<file path="src/rtl/flash_audio_addr_ctrl_if.sv">
// flash_audio_addr_ctrl_if: control, flash read port and audio output bundle of the audio address controller
interface flash_audio_addr_ctrl_if #(parameter int ADDR_W = 23);
   logic [1:0]        direction;
   logic              restart;
   logic              sample_tick;
   logic              flash_read;
   logic [ADDR_W-1:0] flash_address;
   logic              flash_waitrequest;
   logic              flash_readdatavalid;
   logic [31:0]       flash_readdata;
   logic [15:0]       audio_data;
   logic              audio_valid;
   modport master (
      input  direction, restart, sample_tick, flash_waitrequest, flash_readdatavalid, flash_readdata,
      output flash_read, flash_address, audio_data, audio_valid
   );
   modport slave (
      output direction, restart, sample_tick, flash_waitrequest, flash_readdatavalid, flash_readdata,
      input  flash_read, flash_address, audio_data, audio_valid
   );
endinterface

</file>
<file path="src/rtl/flash_audio_addr_ctrl.sv">
// flash_audio_addr_ctrl: walks flash words forward/backward and emits two 16-bit samples per word on sample ticks
// FLASH_AUDIO_ONESHOT_EN: when defined, playback stops in IDLE after the last word instead of wrapping
module flash_audio_addr_ctrl #(
   parameter int                ADDR_W    = 23,
   parameter logic [ADDR_W-1:0] LAST_ADDR = 23'h7FFFF
) (
   input logic                    clk,
   input logic                    reset_n,
   flash_audio_addr_ctrl_if.master bus
);
   typedef enum logic [2:0] {IDLE, REQ, WAIT_DATA, WAIT_TICK_A, WAIT_TICK_B, ADVANCE} state_t;
   state_t            r_state;
   logic [ADDR_W-1:0] r_addr;
   logic              r_read;
   logic [31:0]       r_word;
   logic [15:0]       r_audio;
   logic              r_valid;
   logic              r_fwd;
   logic [1:0]        r_pend;
   logic [1:0]        r_drop;
   logic              w_play;
   logic              w_fwd;
   logic              w_tick;
   logic              w_rdv;
   logic              w_accept;
   logic              w_drop_now;
   logic              w_stop;
   logic              w_go;
   logic [1:0]        w_pend_nxt;
   logic [ADDR_W-1:0] w_next_addr;
   assign w_play      = bus.direction[1];
   assign w_fwd       = bus.direction[0];
   assign w_tick      = bus.sample_tick && w_play;
   assign w_rdv       = bus.flash_readdatavalid;
   assign w_accept    = r_read && !bus.flash_waitrequest;
   assign w_drop_now  = w_rdv && (r_drop != 2'd0);
   assign w_pend_nxt  = r_pend + {1'b0, w_accept} - {1'b0, w_rdv};
   assign w_next_addr = w_fwd ? ((r_addr == LAST_ADDR) ? '0 : r_addr + 1'b1)
                              : ((r_addr == '0) ? LAST_ADDR : r_addr - 1'b1);
`ifdef FLASH_AUDIO_ONESHOT_EN
   logic r_done;
   assign w_stop = w_fwd ? (r_addr == LAST_ADDR) : (r_addr == '0);
   assign w_go   = w_play && !r_done;
`else
   assign w_stop = 1'b0;
   assign w_go   = w_play;
`endif
   assign bus.flash_read    = r_read;
   assign bus.flash_address = r_addr;
   assign bus.audio_data    = r_audio;
   assign bus.audio_valid   = r_valid;
   // playback FSM; restart aborts everything and marks in-flight reads so their data is dropped
   always_ff @(posedge clk or negedge reset_n) begin
      if (!reset_n) begin
         r_state <= IDLE;
         r_addr  <= '0;
         r_read  <= 1'b0;
         r_word  <= '0;
         r_audio <= '0;
         r_valid <= 1'b0;
         r_fwd   <= 1'b0;
         r_pend  <= '0;
         r_drop  <= '0;
`ifdef FLASH_AUDIO_ONESHOT_EN
         r_done  <= 1'b0;
`endif
      end else begin
         r_valid <= 1'b0;
         r_pend  <= w_pend_nxt;
         r_drop  <= r_drop - {1'b0, w_drop_now};
         if (bus.restart) begin
            r_addr  <= w_fwd ? '0 : LAST_ADDR;
            r_state <= w_play ? REQ : IDLE;
            r_read  <= w_play;
            r_drop  <= w_pend_nxt;
`ifdef FLASH_AUDIO_ONESHOT_EN
            r_done  <= 1'b0;
`endif
         end else begin
            case (r_state)
               IDLE: if (w_go) begin
                  r_state <= REQ;
                  r_read  <= 1'b1;
               end
               REQ: if (w_accept) begin
                  r_state <= WAIT_DATA;
                  r_read  <= 1'b0;
               end
               WAIT_DATA: if (w_rdv && !w_drop_now) begin
                  r_word  <= bus.flash_readdata;
                  r_state <= WAIT_TICK_A;
               end
               WAIT_TICK_A: if (w_tick) begin
                  r_fwd   <= w_fwd;
                  r_audio <= w_fwd ? r_word[15:0] : r_word[31:16];
                  r_valid <= 1'b1;
                  r_state <= WAIT_TICK_B;
               end
               WAIT_TICK_B: if (w_tick) begin
                  r_audio <= r_fwd ? r_word[31:16] : r_word[15:0];
                  r_valid <= 1'b1;
                  r_state <= ADVANCE;
               end
               ADVANCE: begin
                  r_state <= w_stop ? IDLE : REQ;
                  r_read  <= !w_stop;
                  if (!w_stop) r_addr <= w_next_addr;
`ifdef FLASH_AUDIO_ONESHOT_EN
                  r_done  <= w_stop;
`endif
               end
               default: r_state <= IDLE;
            endcase
         end
      end
   end
endmodule

</file>
<file path="src/flat_wrapper.sv">
// flat-port wrapper written by rule: the top's interface ports become plain ports
module flash_audio_addr_ctrl_flat 
#(
   parameter int                ADDR_W    = 23,
   parameter logic [ADDR_W-1:0] LAST_ADDR = 23'h7FFFF
)
  (clk, reset_n, bus_direction, bus_restart, bus_sample_tick, bus_flash_waitrequest, bus_flash_readdatavalid, bus_flash_readdata, bus_flash_read, bus_flash_address, bus_audio_data, bus_audio_valid);
  flash_audio_addr_ctrl_if #(.ADDR_W(ADDR_W)) bus_i ();
  input logic clk;
  input logic reset_n;
  input wire logic [$bits(bus_i.direction)-1:0] bus_direction;
  input wire logic [$bits(bus_i.restart)-1:0] bus_restart;
  input wire logic [$bits(bus_i.sample_tick)-1:0] bus_sample_tick;
  input wire logic [$bits(bus_i.flash_waitrequest)-1:0] bus_flash_waitrequest;
  input wire logic [$bits(bus_i.flash_readdatavalid)-1:0] bus_flash_readdatavalid;
  input wire logic [$bits(bus_i.flash_readdata)-1:0] bus_flash_readdata;
  output wire logic [$bits(bus_i.flash_read)-1:0] bus_flash_read;
  output wire logic [$bits(bus_i.flash_address)-1:0] bus_flash_address;
  output wire logic [$bits(bus_i.audio_data)-1:0] bus_audio_data;
  output wire logic [$bits(bus_i.audio_valid)-1:0] bus_audio_valid;
  assign bus_i.direction = bus_direction;
  assign bus_i.restart = bus_restart;
  assign bus_i.sample_tick = bus_sample_tick;
  assign bus_i.flash_waitrequest = bus_flash_waitrequest;
  assign bus_i.flash_readdatavalid = bus_flash_readdatavalid;
  assign bus_i.flash_readdata = bus_flash_readdata;
  assign bus_flash_read = bus_i.flash_read;
  assign bus_flash_address = bus_i.flash_address;
  assign bus_audio_data = bus_i.audio_data;
  assign bus_audio_valid = bus_i.audio_valid;
  flash_audio_addr_ctrl #(.ADDR_W(ADDR_W), .LAST_ADDR(LAST_ADDR)) u_core (.clk(clk), .reset_n(reset_n), .bus(bus_i));
endmodule
</file>
<file path="config.mk">
export PLATFORM = sky130hd
export DESIGN_NAME = flash_audio_addr_ctrl_flat
export DESIGN_NICKNAME = d
export VERILOG_FILES = /design/src/rtl/flash_audio_addr_ctrl_if.sv /design/src/rtl/flash_audio_addr_ctrl.sv /design/src/flat_wrapper.sv
export SDC_FILE = /design/constraint.sdc
export NUM_CORES = 1
export LEC_CHECK = 0
export CORE_MARGIN = 2
export CORE_UTILIZATION = 24
export CTS_CLUSTER_DIAMETER = 150
export DETAILED_ROUTE_END_ITERATION = 8
export GPL_TIMING_DRIVEN = 0
export PLACE_DENSITY_LB_ADDON = 0.1
export SLEW_MARGIN = 20
export SYNTH_ARGS = -nofsm -noshare
export SYNTH_HDL_FRONTEND = slang
export SYNTH_SLANG_ARGS = --single-unit
</file>
<file path="constraint.sdc">
create_clock -name clk -period 3.5 [get_ports clk]
set_input_delay 0.7 -clock clk [delete_from_list [all_inputs] [get_ports clk]]
set_output_delay 0.7 -clock clk [all_outputs]
set_load 0.05 [all_outputs]
</file>
==> implementation parameters <==
Parameter                              Value

Floorplan
  Total Die Area ... 20200 µm²
  Die span in x ... 142 µm
  Std-Cell Rows ... 50
  Number of top-level design ports ... 81
  Area inside the core boundary ... 18700 µm²
  DIE HEIGHT ... 142 µm
  Starting density of the core ... roughly 25%

Logic synthesis
  Count of synthesis-stage warnings from yosys ... 0
  Mapped Avg Cell Area ... around 9.5 µm²
  Proportion of register bits with asynchronous set or reset after synthesis ... 100%
  Primary flip-flop cell chosen by synthesis mapping ... dfrtp_1
  Portion of the post-synthesis area used by sequential elements ... 44.2%
  Mapped Nets ... 529
  Mapped Cells ... 483
  Netlist area before placement ... 4590 µm²
  Number of flops mapped to enable cells by yosys ... 0
  Flip-flop and latch count after synthesis ... 81
  Unique masters post-synth ... 63

STA
  Hold slack ... 0.317 ns
  Final Max Slew Viols ... 0
  Final setup violation count ... 0
  Final worst clock skew ... 0.00813 ns
  Setup repair after global routing missed its margin ... no
  Slew at the pin with the worst max-slew slack ... 0.974 ns
  Max transition margin ... 34.5%
  Final hold vios ... 0
  Setup TNS Final ... 0 ns
  Peak Freq ... 346 MHz
  Crit path time final ... 2.89 ns
  Final period utilization ... between 80 and 90%

Clock tree
  Clock tree sinks ... 81
  Number of CTS-inserted buffers ... 9
  H-tree levels ... 3
  Post-CTS sizing ... 0
  Buffers inserted during post-CTS setup optimization ... 0
  Clk buf depth ... 2
  Clock-pin slew of the registers on the worst-case setup and hold paths ... about 0.07 ns
  Clock root cell ... clkbuf_16
  Worst skew pair latency ... 0.35 ns
  Hold_buf cts ... 0
  TritonCTS clock tree ... built

Worst setup path
  R2R setup slack ... 0.61 ns
  Type of the worst setup path ... flip-flop to flip-flop
  FF-to-FF path depth ... 7
  Required time at the worst-slack endpoint ... approximately 3.7 ns
  Critical path arrival ... 3.10 ns
  CP startpoint kind ... flip-flop
  Type of element capturing the critical path ... flip-flop
  Critical-path maximum fanout ... 9

Cells and area
  Leading cell type in the layout, fill and taps excluded ... dfrtp_1
  Final-stage net count ... ~620
  Area Growth Syn to Fin ... 30.8%
  Non-Filler Instances ... 814
  Fraction of final layout cells with drive strength greater than 1 ... 12.6%
  Final antenna diode count ... 0
  Top library cells by usage in the layout, fill and taps aside ... dfrtp_1, clkdlybuf4s50_1, nor2_1

Drt
  Wire length reported by the detailed router ... 14400 µm
  Number of iterations in the first detailed-routing pass ... 4
  Per-cell via count in the routed design ... between 5 and 6
  Wire length per cell after detailed routing ... around 18 µm
  Residual antenna-violating net count after detailed routing ... 0
  Drt drc ... 0
  DRC violation total after the first TritonRoute iteration ... 246
  Routed vias ... 4119

Global route
  Pin count of the biggest net entering global routing ... 46
  Antenna violations before repair ... 0
  GRT overflow ... 0
  Vias in the first global route ... 4126
  Global Route Usage Sum ... 14.6%
  First-pass GRT wire length ... 22800 µm

Place
  Placer's final routability congestion estimate ... 0.845
  Sum of net half-perimeters after detailed placement ... 10500 µm
  DP Cell Count ... between 700 and 800
  I/O Buffers ... 80

Power
  Leak ... 2.47 nW
  Switching share of power ... 39.9%
  Clock power frac ... ~25%
  Combinational cell fraction of total power ... 38.3%
  Switch Pwr ... 1.48 mW
  P_int ... 2.23 mW
  Power density normalized to cell area ... ~620 nW/µm²
  Maximum ir drop on the vdd rail ... 0.359 mV
  Share of power burned in registers ... 36.3%

Flow run
  Number of maximum-capacitance constraint violations ... 0

Run status
  Status ... finished clean

Hold path
  Hold crit path type ... input port to asynchronous set/reset pin
registers in the layout (all words and copies together), names as in the netlist:
| name | flops |
|---|---|
| u_core.r_state | 3 |
| u_core.r_pend | 2 |
| u_core.bus.flash_read | 1 |
| u_core.bus.flash_address | 23 |
| u_core.r_drop | 2 |
| u_core.r_fwd | 1 |
| u_core.bus.audio_valid | 1 |
| u_core.bus.audio_data | 16 |
| u_core.r_word | 32 |
through the flow:
| stage | area (µm²) | power (mW) | utilization [%] | setup WS, ns |
|---|---|---|---|---|
| global route | 6000 | 3.95 | 32.1 | 0.374 |
| detailed placement | 5700 | 2.80 | 30.5 | 0.328 |
| global placement | 5680 | 2.78 | 30.4 | -1.46 |
| finish | 6000 | 3.71 | 32.1 | 0.607 |
| floorplan | 4590 | 2.30 | - | 1.03 |
| CTS | 6000 | 3.78 | 32.1 | 0.624 |
path summary, 6_finish.rpt:
kind,from,to
setup / recovery,u_core.bus.flash_address[19],u_core.bus.flash_address[19]
hold / removal,reset_n,u_core.bus.flash_address[15]
setup reg to reg,u_core.bus.flash_address[19],u_core.bus.flash_address[19]
hold reg to reg,u_core.r_word[28],u_core.r_word[28]
max in group asynchronous,reset_n,u_core.r_word[24]
min in group clk,u_core.r_word[28],u_core.r_word[28]
final cells by class:
class	instances	area, µm²
fill	1919	12700
multi-input combinational	351	2340
sequential	81	2030
timing repair buffer	81	826
tap	234	293
clock buffer	9	225
buffer	38	174
clock inverter	7	70.1
inverter	13	48.8
worst max-delay path: stages (launching register included):
cell      delay [ns]
dfrtp_1         0.38
clkbuf_1        0.19
nor4_1          0.86
nand2_1         0.28
o21ai_1         0.58
nor3_1          0.15
a32oi_1         0.20
o211ai_1        0.11
cells in the mapped netlist, drive strengths merged, types with 7 or more instances:
cell | count | area [µm²]
and3 | 7 | 43.8
a21oi | 41 | 209
nand2b | 7 | 43.8
inv | 13 | 48.8
clkbuf | 24 | 91.3
nor3 | 14 | 75.1
nor4 | 10 | 83.8
nand3 | 9 | 45.0
nand2 | 25 | 93.8
mux2 | 33 | 372
buf | 14 | 82.6
xnor2 | 10 | 87.6
nor2 | 53 | 199
o311ai | 7 | 61.3
mux2i | 17 | 170
nand4 | 12 | 75.1
o21ai | 35 | 175
dfrtp | 81 | 2030
layer usage:
| metal | wire length, µm | global-route usage (%) | up-vias |
|---|---|---|---|
| li1 | - | - | 1939 |
| met1 | 6790 | 19.9 | 2061 |
| met2 | 6700 | 23.3 | 105 |
| met3 | 711 | 3.60 | 14 |
| met4 | 188 | 3.74 | 0 |
| met5 | 0 | 0 | - |
power by group through the flow:
stage          Combinational, mW  Clock (mW)  Sequential (mW)
6_report                    1.42       0.944             1.35
3_5_place_dp                1.43           0             1.36
3_3_place_gp                1.42           0             1.36
4_1_cts                     1.44       0.993             1.35
2_1_floorplan              0.535           0             1.76
5_1_grt                     1.54        1.03             1.38
logic make-up (layout without fill, tap and decap cells):
group | count (synthesis) | count (layout) | synth area share [%]
muxes | 50 | 50 | 11.8
DFF | 81 | 81 | 44.2
buffers and inverters | 51 | 148 | 4.86
xor gates and xnor gates | 14 | 14 | 2.67
and+or+nand+nor | 160 | 160 | 18.3
AOI/OAI and AO/OA | 121 | 121 | 16.5
adders and majority gates | 6 | 6 | 1.64
(Power assumes the default switching activity.)
